### config.mk
export PLATFORM = sky130hd
export DESIGN_NAME = disp_scan
export DESIGN_NICKNAME = d
export VERILOG_FILES = /design/src/rtl/disp_scan.sv
export SDC_FILE = /design/constraint.sdc
export NUM_CORES = 1
export LEC_CHECK = 0
export CAP_MARGIN = 5
export CORE_AREA = 2 2 148 150
export DETAILED_ROUTE_END_ITERATION = 10
export DIE_AREA = 0 0 150 152
export PLACE_DENSITY = 0.48
export SETUP_SLACK_MARGIN = 0.2
export SLEW_MARGIN = 20
export SYNTH_ARGS = -nofsm -noshare
export SYNTH_HDL_FRONTEND = slang
export SYNTH_SLANG_ARGS = --single-unit
### constraint.sdc
create_clock -name clk_DISP -period 3.3 [get_ports clk_DISP]
set_clock_uncertainty 0.05 [all_clocks]
set_input_delay 0.495 -clock clk_DISP [delete_from_list [all_inputs] [get_ports clk_DISP]]
set_output_delay 0.495 -clock clk_DISP [all_outputs]
set_load 0.02 [all_outputs]
### src/rtl/disp_scan.sv
// disp_scan: reader side of the ALU digit-code interface.
// Takes one snapshot of all digit codes and the dot code per frame, then
// scans them one position at a time onto a common-anode 7-segment bank.
// Each position slot starts with a short all-anodes-off gap that stops
// the previous digit from ghosting onto the next anode.
module disp_scan #(
  parameter int DIGITS    = 18,
  parameter int SCAN_DIV  = 5000,
  parameter int BLANK_CYC = 50,
  parameter int DOT_POS   = 16
) (
  input  logic                  clk_DISP,
  input  logic                  rst_n,
  input  logic [6*DIGITS-1:0]   digit_bus,
  input  logic [5:0]            dot_code,
  output logic [DIGITS-1:0]     an_n,
  output logic [7:0]            seg_n,
  output logic                  frame_tick
);

  localparam int CNT_W = (SCAN_DIV > 1) ? $clog2(SCAN_DIV) : 1;
  localparam int POS_W = (DIGITS > 1) ? $clog2(DIGITS) : 1;

  localparam logic [CNT_W-1:0] CNT_LAST  = CNT_W'(SCAN_DIV - 1);
  localparam logic [CNT_W-1:0] BLANK_END = CNT_W'(BLANK_CYC);
  localparam logic [POS_W-1:0] POS_LAST  = POS_W'(DIGITS - 1);
  localparam logic [POS_W-1:0] DOT_IDX   = POS_W'(DOT_POS - 1);

  localparam logic [5:0] CODE_BLANK = 6'h3F;
  localparam logic [5:0] DOT_NONE   = 6'h20;
  localparam logic [5:0] DOT_ON     = 6'h21;

  logic [CNT_W-1:0]    div_cnt;
  logic [POS_W-1:0]    pos;
  logic [6*DIGITS-1:0] snap_digits;
  logic [5:0]          snap_dot;

  logic                tick;
  logic [5:0]          snap_arr [DIGITS];
  logic [5:0]          cur_code;
  logic [DIGITS-1:0]   an_next;
  logic [7:0]          seg_next;

  // Maps a digit code to its {g,f,e,d,c,b,a} pattern, active-high.
  function automatic logic [6:0] glyph(input logic [5:0] code);
    case (code)
      6'd0:    glyph = 7'h3F;
      6'd1:    glyph = 7'h06;
      6'd2:    glyph = 7'h5B;
      6'd3:    glyph = 7'h4F;
      6'd4:    glyph = 7'h66;
      6'd5:    glyph = 7'h6D;
      6'd6:    glyph = 7'h7D;
      6'd7:    glyph = 7'h07;
      6'd8:    glyph = 7'h7F;
      6'd9:    glyph = 7'h6F;
      6'd10:   glyph = 7'h40;
      6'd11:   glyph = 7'h79;
      6'd62:   glyph = 7'h46;
      6'd60:   glyph = 7'h76;
      6'd59:   glyph = 7'h5E;
      6'd58:   glyph = 7'h48;
      default: glyph = 7'h00;
    endcase
  endfunction

  // Split the packed snapshot into per-position codes so the scan index
  // can select one directly.
  for (genvar i = 0; i < DIGITS; i++) begin : g_split
    assign snap_arr[i] = snap_digits[6*i +: 6];
  end

  assign tick     = (div_cnt == CNT_LAST);
  assign cur_code = snap_arr[pos];

  // Slot divider: counts clocks within one position slot.
  always_ff @(posedge clk_DISP) begin
    if (!rst_n) begin
      div_cnt <= '0;
    end else if (tick) begin
      div_cnt <= '0;
    end else begin
      div_cnt <= div_cnt + 1'b1;
    end
  end

  // Position scan and frame snapshot: a new snapshot lands exactly as the
  // scan wraps back to position 1, so a frame never mixes two input sets.
  always_ff @(posedge clk_DISP) begin
    if (!rst_n) begin
      pos         <= '0;
      snap_digits <= {DIGITS{CODE_BLANK}};
      snap_dot    <= DOT_NONE;
    end else if (tick) begin
      if (pos == POS_LAST) begin
        pos         <= '0;
        snap_digits <= digit_bus;
        snap_dot    <= dot_code;
      end else begin
        pos <= pos + 1'b1;
      end
    end
  end

  // Next anode and segment pattern, derived only from registered state.
  always_comb begin
    an_next = '1;
    if (div_cnt >= BLANK_END) begin
      an_next[pos] = 1'b0;
    end
    seg_next      = 8'hFF;
    seg_next[6:0] = ~glyph(cur_code);
    seg_next[7]   = ~((pos == DOT_IDX) && (snap_dot == DOT_ON));
  end

  // Output registers keep the pins glitch-free and isolated from the inputs.
  always_ff @(posedge clk_DISP) begin
    if (!rst_n) begin
      an_n       <= '1;
      seg_n      <= 8'hFF;
      frame_tick <= 1'b0;
    end else begin
      an_n       <= an_next;
      seg_n      <= seg_next;
      frame_tick <= tick && (pos == POS_LAST);
    end
  end

endmodule
# Word-level counts from Yosys, hierarchy flattened
# Memory sizes are Yosys's and may differ from the RTL's.
# Cells that the tools add are included.
[totals] mem_bits_ro=448 out_inout_bits=27 wordCells=35 n_memories=1 reg_bits=159
[mem_list] memory="(no name shown)" depth=64 word_bits=7 read_ports=1 rd_clocked_by_memory_dff=0 wr=0 line_no="46" text="case (code)"
[classes] addsub=2 eq_ne=4 mux=6 reduce_logical=6 n_lt_le_gt_ge=4 n_bitwise=5
[op_table] operator="6-bit binary-select mux with 5-bit select" n=1
[op_table] operator="18-bit NOT" n=1
[op_table] operator="13-bit by 1-bit adder with 13-bit output, second input constant" n=1
[op_table] operator="13-bit == test, second input constant" n=1
[op_table] operator="13-bit by 6-bit >= comparator with 1-bit output, second input constant" n=1
[op_table] operator="6-bit 2-to-1 mux" n=2
[op_table] operator="7-bit NOT" n=1
[op_table] operator="6-bit == test, second input constant" n=1
[op_table] operator="6-bit >= comparator, second input constant" n=1
[op_table] operator="5-bit by 6-bit < comparator with 1-bit output, second input constant" n=1
[op_table] operator="5-bit NOT with 6-bit output" n=1
[op_table] operator="5-bit by 1-bit adder with 5-bit output, second input constant" n=1
[op_table] operator="1-bit demux with 5-bit select" n=1
[op_table] operator="5-bit by 4-bit == test with 1-bit output, second input constant" n=1
[op_table] operator="5-bit == test, second input constant" n=1
[op_table] operator="5-bit by 1-bit >= comparator with 1-bit output, second input constant" n=1
[op_table] operator="5-bit 2-to-1 mux" n=1
[op_table] operator="2-bit AND reduction" n=2
[op_table] operator="1-bit logical AND" n=3
[op_table] operator="1-bit NOT" n=2
[op_table] operator="2-bit OR reduction" n=1
[op_table] operator="1-bit 2-to-1 mux" n=1

# Longest topological paths before layout
# Gate-level depths: netlist of run 1.
# An unclocked memory read counts as a cell.
[depth] ltp_word=6 mapped_depth=11 depth_no_buf=9

# Worst setup path after synthesis of run 1
# OpenSTA, ideal clock, no wires.
[synth_path] path_type="reg2reg" start="register pos[0]" end="register seg_n[4]" arrival_time_ps=2611 stages_incl_launch_ff=11 n_path_buf=2 slack_ps=498 path_cell_list="dfxtp_1 > buf_6 > mux4_2 > a22o_1 > or3_1 > buf_2 > inv_1 > ha_1 > or3_1 > o211ai_1 > a22oi_1"
[synth_between] elab_chain_cells=6
[synth_rtl] element="from (decl)" line_no="34" text="logic [POS_W-1:0] pos;"
[synth_rtl] element="from (signal assigned)" line_no="100" text="pos <= pos + 1'b1;"
[synth_rtl] element="5-bit NOT with 6-bit output (not written as such)" line_no="74" text="assign cur_code = snap_arr[pos];"
[synth_rtl] element="6-bit binary-select mux with 5-bit select" line_no="74"
[synth_rtl] element="6-bit 2-to-1 mux (not written as such) (2 in a row)" line_no="74"
[synth_rtl] element="memory 64 x 7 bit"
[synth_rtl] element="7-bit NOT" line_no="112" text="seg_next[6:0] = ~glyph(cur_code);"
[synth_rtl] element="to (signal assigned)" line_no="124" text="seg_n <= seg_next;"
[synth_rtl] element="to (decl)" line_no="17" text="output logic [7:0] seg_n,"
# Every way passes these cells. The select of a mux whose other input is x is not followed.
# A chain may end at the register's enable or synchronous reset.

# Worst setup path after layout of run 1
[layout_path] start="register pos[1]" end="register seg_n[4]"
# The elaborated chain is that of the path after synthesis.

==> impl_metrics.env, run 1 <==
export IMPL_cts_hold_fix_buffers=0
export IMPL_cts_sinks=159
export IMPL_cp_required_ps=3540
export IMPL_cp_start_kind="register"
export IMPL_avgSynthCellArea_um2=11.2
export IMPL_setup_viol=0
export IMPL_cts_tree="built"
export IMPL_numCtsBuffers=17
export IMPL_detail_route_first_pass_iterations=4
export IMPL_setup_slack_ps=413
export IMPL_grt_total_usage_pct=15.9
export IMPL_busiest_layer="met2"
export IMPL_die_h_um=152
export IMPL_rows=54
export IMPL_wl_per_cell_um=18.1
export IMPL_ys_types=55
export IMPL_synth_area_leaders="dfxtp_1 51%, o22a_1 15%, mux4_2 5.4%"
export IMPL_vias_per_cell=4.95
export IMPL_wirelength_mm=17.8
export IMPL_synth_common_cells="159 x dfxtp_1, 109 x o22a_1, 41 x nand2_1"
export IMPL_p_int_w=0.00312
export IMPL_grtUsageMet1_pct=20.3
export IMPL_p_sw_w=0.000871
export IMPL_grt_pass1_vias=5084
export IMPL_cts_htree_levels=4
export IMPL_antennaDiodeCount=0
export IMPL_globalRouteMet3Util_pct=4.14
export IMPL_drt_iter0_markers=218
export IMPL_swShare_pct=21.8
export IMPL_worst_pin_slew_ps=724
export IMPL_dp_hpwl_mm=13.2
export IMPL_drc=0
export IMPL_hold_viol_final=0
export IMPL_fin_tns_setup_ps=0
export IMPL_seqCellArea_mm2=0.00319
export IMPL_clock_path_buffers=2
export IMPL_async_flop_share_pct=0
export IMPL_initial_utilization_pct=29.5
export IMPL_worstSetupPathType="reg2reg"
export IMPL_pwr_share_comb_pct=5.0
export IMPL_drive_gt1_share_pct=11.9
export IMPL_seq_power_share_pct=48.2
export IMPL_layout_nets=823
export IMPL_synthesis_area_mm2=0.00630
export IMPL_synth_largest_area_cell="dfxtp_1"
export IMPL_fillerInstances=2097
export IMPL_grtUsageMet2_pct=26.4
export IMPL_syn_to_final_growth_pct=36.2
export IMPL_vias=4876
export IMPL_cts_resized_gates=0
export IMPL_detail_route_antenna_nets=0
export IMPL_powerDensity_mw_per_mm2=465
export IMPL_ys_seq_area_share_pct=50.5
export IMPL_die_area_mm2=0.0228
export IMPL_finalWeightedCongestion=0.840
export IMPL_yosysWarnings=0
export IMPL_clock_fmax_mhz=346
export IMPL_clkTransAtPathRegs_ps=60
export IMPL_synthesis_instances=561
export IMPL_cap_viol_max_count=0
export IMPL_ys_ff_latch=159
export IMPL_pre_cts_ws_ps=320
export IMPL_yosys_area_top_type_share_pct=50.5
export IMPL_clock_latency_ps=430
export IMPL_critPathMaxFanout=31
export IMPL_period_needed_ps=2890
export IMPL_hp_class="reg2reg"
export IMPL_grt_setup_unrepaired="false"
export IMPL_antenna_found_initial=0
export IMPL_synth_edf_count=0
export IMPL_worstPathArrival_ps=3130
export IMPL_port_buffers=142
export IMPL_grt_remaining_overflow=0
export IMPL_fin_util_pct=40.2
export IMPL_relSlewSlack_pct=51.5
export IMPL_grt_start_max_net_pins=99
export IMPL_synth_nets=691
export IMPL_num_io_pins=143
export IMPL_die_w_um=150
export IMPL_clockPowerShare_pct=46.8
export IMPL_slew_violations=0
export IMPL_grt_pass1_wl_mm=27.8
export IMPL_outcome="finished clean"
export IMPL_period_share_pct=87.5
export IMPL_ir_drop_mv=0.309
export IMPL_synth_main_ff_cell="dfxtp_1"
export IMPL_fp_coreArea_mm2=0.0214
export IMPL_leakage_nw=2.97
export IMPL_multi_input_area_mm2=0.00287
export IMPL_yosysMostFrequentCell="dfxtp_1"
export IMPL_worstSetupEndpointType="register"
export IMPL_cts_root_buf="clkbuf_16"
export IMPL_post_cts_buffers=0
-- worst max-delay path, cell delays in order (launching register included) --
cell and delay (ps):
dfxtp_2 500, buf_12 260, mux4_2 330, mux2i_1 180
nor2_1 70, or3_1 360, inv_1 140, ha_1 280
or3_1 370, o211ai_1 100, a22oi_1 100
-- metal layers --
layer	part of all wire, %	vias up
met2	49	116
met5	0	-
li1	-	2382
met1	45	2359
met4	1.3	0
met3	4.2	19
-- registers in the layout (all words and copies together), names as in the netlist --
signal / cells
an_n: 18
div_cnt: 13
frame_tick: 1
pos: 5
seg_n: 8
snap_digits: 108
snap_dot: 6
-- through the flow --
stage               hold slack (ps)  power, W  cell area, um^2  cells
finish                          364   0.00399             8590    986
global route                    384   0.00414             8590    986
CTS                             370   0.00404             8580    986
global placement                356   0.00217             8010    954
floorplan                       321   0.00200             6300    561
detailed placement              356   0.00217             8010    954
-- kinds of logic (layout without fill, tap and decap cells) --
family,after synthesis,in the layout,synth area share [%]
DFF,159,159,50.5
AOI/OAI and AO/OA,151,151,20.4
and+or+nand+nor,130,130,10.3
buffers and inverters,55,200,4.33
muxes,38,38,9.75
adders and majority gates,14,14,2.78
xor gates and xnor gates,14,14,1.95
-- power groups by stage --
stage	clock (W)	sequential [W]	combinational (W)
floorplan	0	0.00197	0.0000369
global placement	0	0.00197	0.000202
detailed placement	0	0.00197	0.000202
CTS	0.00191	0.00193	0.000202
global route	0.00201	0.00192	0.000212
finish	0.00187	0.00192	0.000200
-- cell usage in the layout, fill, tap and decap left out, types with 3 or more instances in the layout --
cell,n
nand3b_1,4
xnor2_1,5
o22ai_1,3
clkdlybuf4s50_1,142
o21ai_1,3
clkinvlp_4,5
nor2b_1,4
a22oi_1,3
mux2_1,3
buf_4,14
nand4_1,4
a22o_1,10
mux2i_1,10
nor2_1,28
ha_1,14
nor3_1,5
nand3_1,16
and3_1,10
nand2_1,40
o22a_1,109
a32oi_1,3
mux2_2,8
clkbuf_16,17
or3_1,3
a21oi_1,3
clkbuf_8,5
dfxtp_1,157
mux4_2,15
inv_1,10
xor2_1,9
nor4_1,3
-- final timing paths --
kind / startpoint / to / slack, ps / cells past startpoint
worst max register to register: pos[1] / seg_n[4] / 410 / 10
worst min-delay path: snap_dot[5] / seg_n[7] / 360 / 1
worst min register to register: snap_dot[5] / seg_n[7] / 360 / 1
worst max-delay path: pos[1] / seg_n[4] / 410 / 10
-- area by class of cell --
type	count	share of cell area [%]
well taps	280	4.08
clock buffers	22	5.76
inverters	10	0.437
flip-flops and latches	159	37.1
clock inverters	10	0.904
repair buffers	158	18.2
multi-input cells	347	33.4
Power figures use the tool's default switching activity.
==> run 2: changes to the inputs <==
CELL_PAD_IN_SITES_DETAIL_PLACEMENT = 0   (was not set)
CELL_PAD_IN_SITES_GLOBAL_PLACEMENT = 2   (was not set)
PLACE_DENSITY = 0.71   (was 0.48)
==> run 2 against run 1 <==
  * Total power is 2.5% higher
  * Register-to-register slack about the same
  * Sequential cell count unchanged
  * Combinational power is essentially flat
  * Die area did not move
  * Global-route usage decreased by 0.18 points
  * Clock-buffer cell count shrank 4
  * Cell count increased by 0.30%
  * Critical path depth down 2
  * Critical endpoint unchanged
  * Largest power group is now the clock network
==> impl_metrics.env, run 2 (synthesis results as in run 1) <==
export IMPL_cts_sinks=159
export IMPL_cts_hold_fix_buffers=0
export IMPL_routed_top_layer="met4"
export IMPL_port_buffers=142
export IMPL_powerDensity_mw_per_mm2=475
export IMPL_pwr_share_comb_pct=4.9
export IMPL_relSlewSlack_pct=64.2
export IMPL_dp_hpwl_mm=12.9
export IMPL_setup_viol=0
export IMPL_finalWeightedCongestion=0.850
export IMPL_worst_pin_slew_ps=537
export IMPL_die_w_um=150
export IMPL_placed_cells=957
export IMPL_grt_pass1_vias=5062
export IMPL_p_int_w=0.00318
export IMPL_detail_route_first_pass_iterations=4
export IMPL_detail_route_antenna_nets=0
export IMPL_wl_met3_um=776
export IMPL_die_area_mm2=0.0228
export IMPL_rows=54
export IMPL_vias=4862
export IMPL_p_sw_w=0.000910
export IMPL_top_regs="snap_digits: 108 flops, an_n: 18 flops, div_cnt: 13 flops"
export IMPL_grt_pass1_wl_mm=27.8
export IMPL_ir_drop_mv=0.310
export IMPL_antennaDiodeCount=0
export IMPL_grt_start_max_net_pins=109
export IMPL_syn_to_final_growth_pct=36.9
export IMPL_drive_gt1_share_pct=12.3
export IMPL_crit_slowest_cell="or3_1"
export IMPL_final_cell_mix="157 x dfxtp_1, 142 x clkdlybuf4s50_1, 109 x o22a_1"
export IMPL_cap_viol_max_count=0
export IMPL_drt_iter0_markers=176
export IMPL_crit_chain="buf_4, mux2_1, and3_1, a311oi_1, nand4_2, or3_1, o211ai_1, a22oi_1"
export IMPL_seq_power_share_pct=47.0
export IMPL_grt_setup_unrepaired="false"
export IMPL_clock_path_buffers=2
export IMPL_reg2reg_setup_slack_ps=410
export IMPL_max_stage_delay_ps=490
export IMPL_cts_tree="built"
export IMPL_die_h_um=152
export IMPL_worstSetupEndpointType="register"
export IMPL_cp_startpoint="pos[1]"
export IMPL_fp_coreArea_mm2=0.0214
export IMPL_cts_htree_levels=4
export IMPL_hold_viol_final=0
export IMPL_cp_start_kind="register"
export IMPL_clkTransAtPathRegs_ps=70
export IMPL_clock_latency_ps=430
export IMPL_slew_violations=0
export IMPL_vias_per_cell=4.92
export IMPL_wl_per_cell_um=17.6
export IMPL_period_share_pct=87.6
export IMPL_met2_length_mm=7.98
export IMPL_clock_fmax_mhz=346
export IMPL_top_register="snap_digits"
export IMPL_cts_root_buf="clkbuf_16"
export IMPL_min_from="snap_dot[5]"
export IMPL_leakage_nw=3.01
export IMPL_layout_nets=826
export IMPL_r2r_cells=8
export IMPL_largest_reg_flops=108
export IMPL_finalNonFillerCells=989
export IMPL_rr_startpoint="pos[1]"
export IMPL_hold_path_cell_count=1
export IMPL_num_io_pins=143
export IMPL_swShare_pct=22.2
export IMPL_hp_class="reg2reg"
export IMPL_antenna_found_initial=0
export IMPL_initial_utilization_pct=29.5
export IMPL_rr_endpoint="seg_n[4]"
export IMPL_m1WireLength_mm=8.38
export IMPL_numCtsBuffers=17
export IMPL_drc=0
export IMPL_grt_remaining_overflow=0
export IMPL_layout_commonest_cell="dfxtp_1"
export IMPL_grt_total_usage_pct=15.7
export IMPL_cp_required_ps=3530
export IMPL_worstSetupPathType="reg2reg"
export IMPL_fin_tns_setup_ps=0
export IMPL_clockPowerShare_pct=48.1
export IMPL_critPathMaxFanout=19
export IMPL_worstPathArrival_ps=3120
export IMPL_wirelength_mm=17.4
export IMPL_period_needed_ps=2890
export IMPL_crit_end="seg_n[4]"
export IMPL_outcome="finished clean"
==> run 2: power by group through the flow <==
stage	registers (W)	clock network [W]	logic [W]
2_1_floorplan	0.00197	0	0.0000369
3_3_place_gp	0.00197	0	0.000200
3_5_place_dp	0.00197	0	0.000201
4_1_cts	0.00192	0.00202	0.000201
5_1_grt	0.00192	0.00209	0.000211
6_report	0.00192	0.00197	0.000200
==> run 2: final cells by class <==
cell class | instances | area, um^2
Timing Repair Buffer | 161 | 1590
Sequential cell | 159 | 3190
Tap cell | 280 | 350
Fill cell | 2105 | 12700
Clock buffer | 18 | 429
Multi-Input combinational cell | 347 | 2880
Clock inverter | 14 | 155
Inverter | 10 | 37.5
==> run 2: critical path: cells and delay by family, from the launching register on <==
kind	cells	cell delay, ps
AO/OA/AOI/OAI	3	540
flip-flops	1	440
multiplexers	1	360
AND/OR/NAND/NOR	3	1150
buffers and inverters	1	190
==> run 2: worst min-delay path by stage <==
stage	end	slack, ps
6_report	seg_n[7]	350
5_1_grt	seg_n[7]	380
4_1_cts	seg_n[7]	350
3_5_place_dp	seg_n[7]	340
3_3_place_gp	seg_n[7]	350
2_1_floorplan	seg_n[7]	320
==> run 2: metrics by stage <==
step | worst slack, ps | util (%) | hold WS (ps) | instance area [um^2] | total power [W]
global route | 211 | 40.4 | 383 | 8630 | 0.00422
floorplan | 498 | - | 321 | 6300 | 0.00200
CTS | 210 | 40.4 | 354 | 8620 | 0.00414
finish | 408 | 40.4 | 353 | 8630 | 0.00409
global placement | 264 | 37.6 | 348 | 8030 | 0.00217
detailed placement | 203 | 37.6 | 341 | 8030 | 0.00217
==> run 2: timing repair <==
| action | 4_1_cts | 5_1_grt |
|---|---|---|
| setup buffers | 0 | 0 |
| resized for setup | 1 | 2 |
| pin swaps | 0 | 0 |
| setup endpoints to repair | 1 | 1 |
==> run 2: layer usage <==
metal,vias up,GRT usage (%)
met5,-,0
met2,117,24.6
met3,18,2.85
met1,2351,21.7
met4,0,5.48
li1,2376,-
==> run 3: changes to the inputs <==
ABC_AREA = 1   (was not set)
CORE_AREA = 2 2 157 159   (was 2 2 148 150)
DIE_AREA = 0 0 159 161   (was 0 0 150 152)
PLACE_DENSITY = 0.75   (was 0.71)
==> run 3 against run 2 <==
  * Maximum frequency grew 9.0%
  * Clock power grew 4%
  * Sequential share of layout area shrank 1.9 points
  * Worst setup slack gained 240 ps
  * Cell count grew 37%
  * Worst hold slack gained 27 ps
  * Critical path type unchanged
  * Via count grew 24%
  * Highest routed layer unchanged
  * Register-to-register slack gained 240 ps
  * Total power grew 1.6%
  * Clock-buffer cell count grew 2
  * Core utilization shrank 2.5 points
==> impl_metrics.env, run 3 <==
export IMPL_top_regs="snap_digits: 108 flops, an_n: 18 flops, div_cnt: 13 flops"
export IMPL_yosys_area_top_type_share_pct=46.7
export IMPL_worstSetupPathType="reg2reg"
export IMPL_cts_sinks=159
export IMPL_leakage_nw=3.99
export IMPL_grt_total_usage_pct=16.1
export IMPL_vias_per_cell=4.45
export IMPL_cts_tree="built"
export IMPL_final_cell_mix="201 x nand2_1, 158 x dfxtp_1, 142 x clkdlybuf4s50_1"
export IMPL_die_area_mm2=0.0256
export IMPL_layout_nets=1148
export IMPL_outcome="finished clean"
export IMPL_layout_commonest_cell="nand2_1"
export IMPL_ys_types=39
export IMPL_cts_root_buf="clkbuf_16"
export IMPL_clock_path_buffers=2
export IMPL_r2r_cells=12
export IMPL_clock_fmax_mhz=377
export IMPL_ys_seq_area_share_pct=46.7
export IMPL_port_buffers=142
export IMPL_antenna_found_initial=0
export IMPL_worst_pin_slew_ps=897
export IMPL_async_flop_share_pct=0
export IMPL_wl_per_cell_um=15.1
export IMPL_ys_ff_latch=159
export IMPL_drive_gt1_share_pct=6.30
export IMPL_drt_iter0_markers=308
export IMPL_fin_tns_setup_ps=0
export IMPL_period_needed_ps=2650
export IMPL_reg2reg_setup_slack_ps=650
export IMPL_cp_required_ps=3560
export IMPL_hold_viol_final=0
export IMPL_grt_setup_unrepaired="false"
export IMPL_rr_endpoint="seg_n[5]"
export IMPL_yosysMostFrequentCell="nand2_1"
export IMPL_cts_resized_gates=0
export IMPL_synth_main_ff_cell="dfxtp_1"
export IMPL_cap_viol_max_count=0
export IMPL_grt_start_max_net_pins=75
export IMPL_grt_remaining_overflow=0
export IMPL_synth_edf_count=0
export IMPL_vias=6025
export IMPL_num_io_pins=143
export IMPL_fin_util_pct=37.9
export IMPL_wirelength_mm=20.5
export IMPL_powerDensity_mw_per_mm2=458
export IMPL_detail_route_first_pass_iterations=6
export IMPL_worstSetupEndpointType="register"
export IMPL_largest_reg_flops=108
export IMPL_fp_coreArea_mm2=0.0240
export IMPL_clkTransAtPathRegs_ps=60
export IMPL_finalWeightedCongestion=0.764
export IMPL_clock_latency_ps=430
export IMPL_synthesis_area_mm2=0.00681
export IMPL_period_share_pct=80.4
export IMPL_top_register="snap_digits"
export IMPL_initial_utilization_pct=28.4
export IMPL_synth_area_leaders="dfxtp_1 47%, nand2_1 11%, a21oi_1 6.3%"
export IMPL_die_h_um=161
export IMPL_ir_drop_mv=0.248
export IMPL_worstPathArrival_ps=2920
export IMPL_hold_path_cell_count=1
export IMPL_detail_route_antenna_nets=0
export IMPL_cts_htree_levels=4
export IMPL_antennaDiodeCount=0
export IMPL_setup_viol=0
export IMPL_numCtsBuffers=17
export IMPL_synthesis_instances=892
export IMPL_relSlewSlack_pct=39.9
export IMPL_hp_class="reg2reg"
export IMPL_synth_largest_area_cell="dfxtp_1"
export IMPL_slew_violations=0
export IMPL_critPathMaxFanout=11
export IMPL_min_from="snap_dot[5]"
export IMPL_drc=0
export IMPL_grt_pass1_wl_mm=32.4
export IMPL_syn_to_final_growth_pct=33.4
export IMPL_holdPathEnd="seg_n[7]"
export IMPL_synth_common_cells="202 x nand2_1, 159 x dfxtp_1, 105 x nor2_1"
export IMPL_die_w_um=159
export IMPL_dp_hpwl_mm=14.6
export IMPL_yosysWarnings=0
export IMPL_cts_hold_fix_buffers=0
export IMPL_grt_pass1_vias=5996
export IMPL_post_cts_buffers=0
export IMPL_avgSynthCellArea_um2=7.63
export IMPL_rows=57
export IMPL_fillerInstances=2577
export IMPL_cp_start_kind="register"
export IMPL_rr_startpoint="pos[2]"
export IMPL_p_total_w=0.00416
export IMPL_synth_nets=1022
run 3: changes by cell type after synthesis, sizes merged, moves of 16 or more:
cell / previous run / this run
a21oi: 3 / 86
buf: 23 / 40
clkbuf: 22 / 6
inv: 10 / 103
mux4: 17 / 0
nand2: 41 / 206
nand3: 16 / 52
nor2: 28 / 113
o21ai: 5 / 26
o22a: 109 / 42
run 3: cells by family after synthesis:
group,synth area share [%]
AND/OR/NAND/NOR,24.4
AO/OA/AOI/OAI,15.9
flip-flops,46.7
buffers and inverters,10.1
adder cells (fa/ha/maj),2.57
XOR/XNOR,0.386
run 3: layout make-up:
class | instances | area [um^2] | share of cell area [%]
clock buffers | 20 | 447 | 4.92
clock inverters | 12 | 160 | 1.76
inverters | 104 | 398 | 4.38
multi-input cells | 583 | 2950 | 32.5
flip-flops and latches | 159 | 3180 | 35.1
well taps | 324 | 405 | 4.46
repair buffers | 153 | 1540 | 17.0
run 3: where the power goes:
group | internal [W] | switching [W] | total, W
combinational | 0.000131 | 0.0000662 | 0.000197
sequential | 0.00192 | 0.00000302 | 0.00192
clock | 0.00122 | 0.000823 | 0.00204
total | 0.00327 | 0.000892 | 0.00416
run 3: critical path, cell delays in order (launching register included):
cell and delay (ps):
dfxtp_1 490, inv_2 110, nor3_2 690, nand2_1 130
nand3_1 180, nor2_2 100, ha_1 220, inv_1 50
nand3_1 70, a21oi_1 240, nand2_1 90, nand2_1 60
nand2_1 50
run 3: routing by layer:
layer / wire [um] / vias to the layer above / share of wire (%) / track usage, %
li1: - / 3129 / - / -
met2: 9750 / 111 / 48 / 27.5
met3: 772 / 14 / 3.8 / 3.57
met5: 0 / - / 0 / 0
met1: 9780 / 2771 / 48 / 20.9
met4: 175 / 0 / 0.85 / 3.55
run 3: worst max path at each step:
stage	from	to	slack [ps]	depth (start not counted)
finish	pos[2]	seg_n[5]	650	12
global route	pos[2]	seg_n[5]	350	12
CTS	pos[2]	seg_n[5]	580	12
detailed placement	pos[2]	seg_n[5]	590	12
global placement	pos[2]	seg_n[5]	620	12
floorplan	pos[0]	seg_n[3]	1140	16
run 3: stage by stage:
step	cell area (um^2)	hold slack [ps]	std cells	setup slack [ps]
floorplan	6810	335	892	1140
global placement	8480	350	1323	620
detailed placement	8480	352	1323	591
CTS	9080	376	1355	576
global route	9080	386	1355	350
finish	9080	380	1355	648
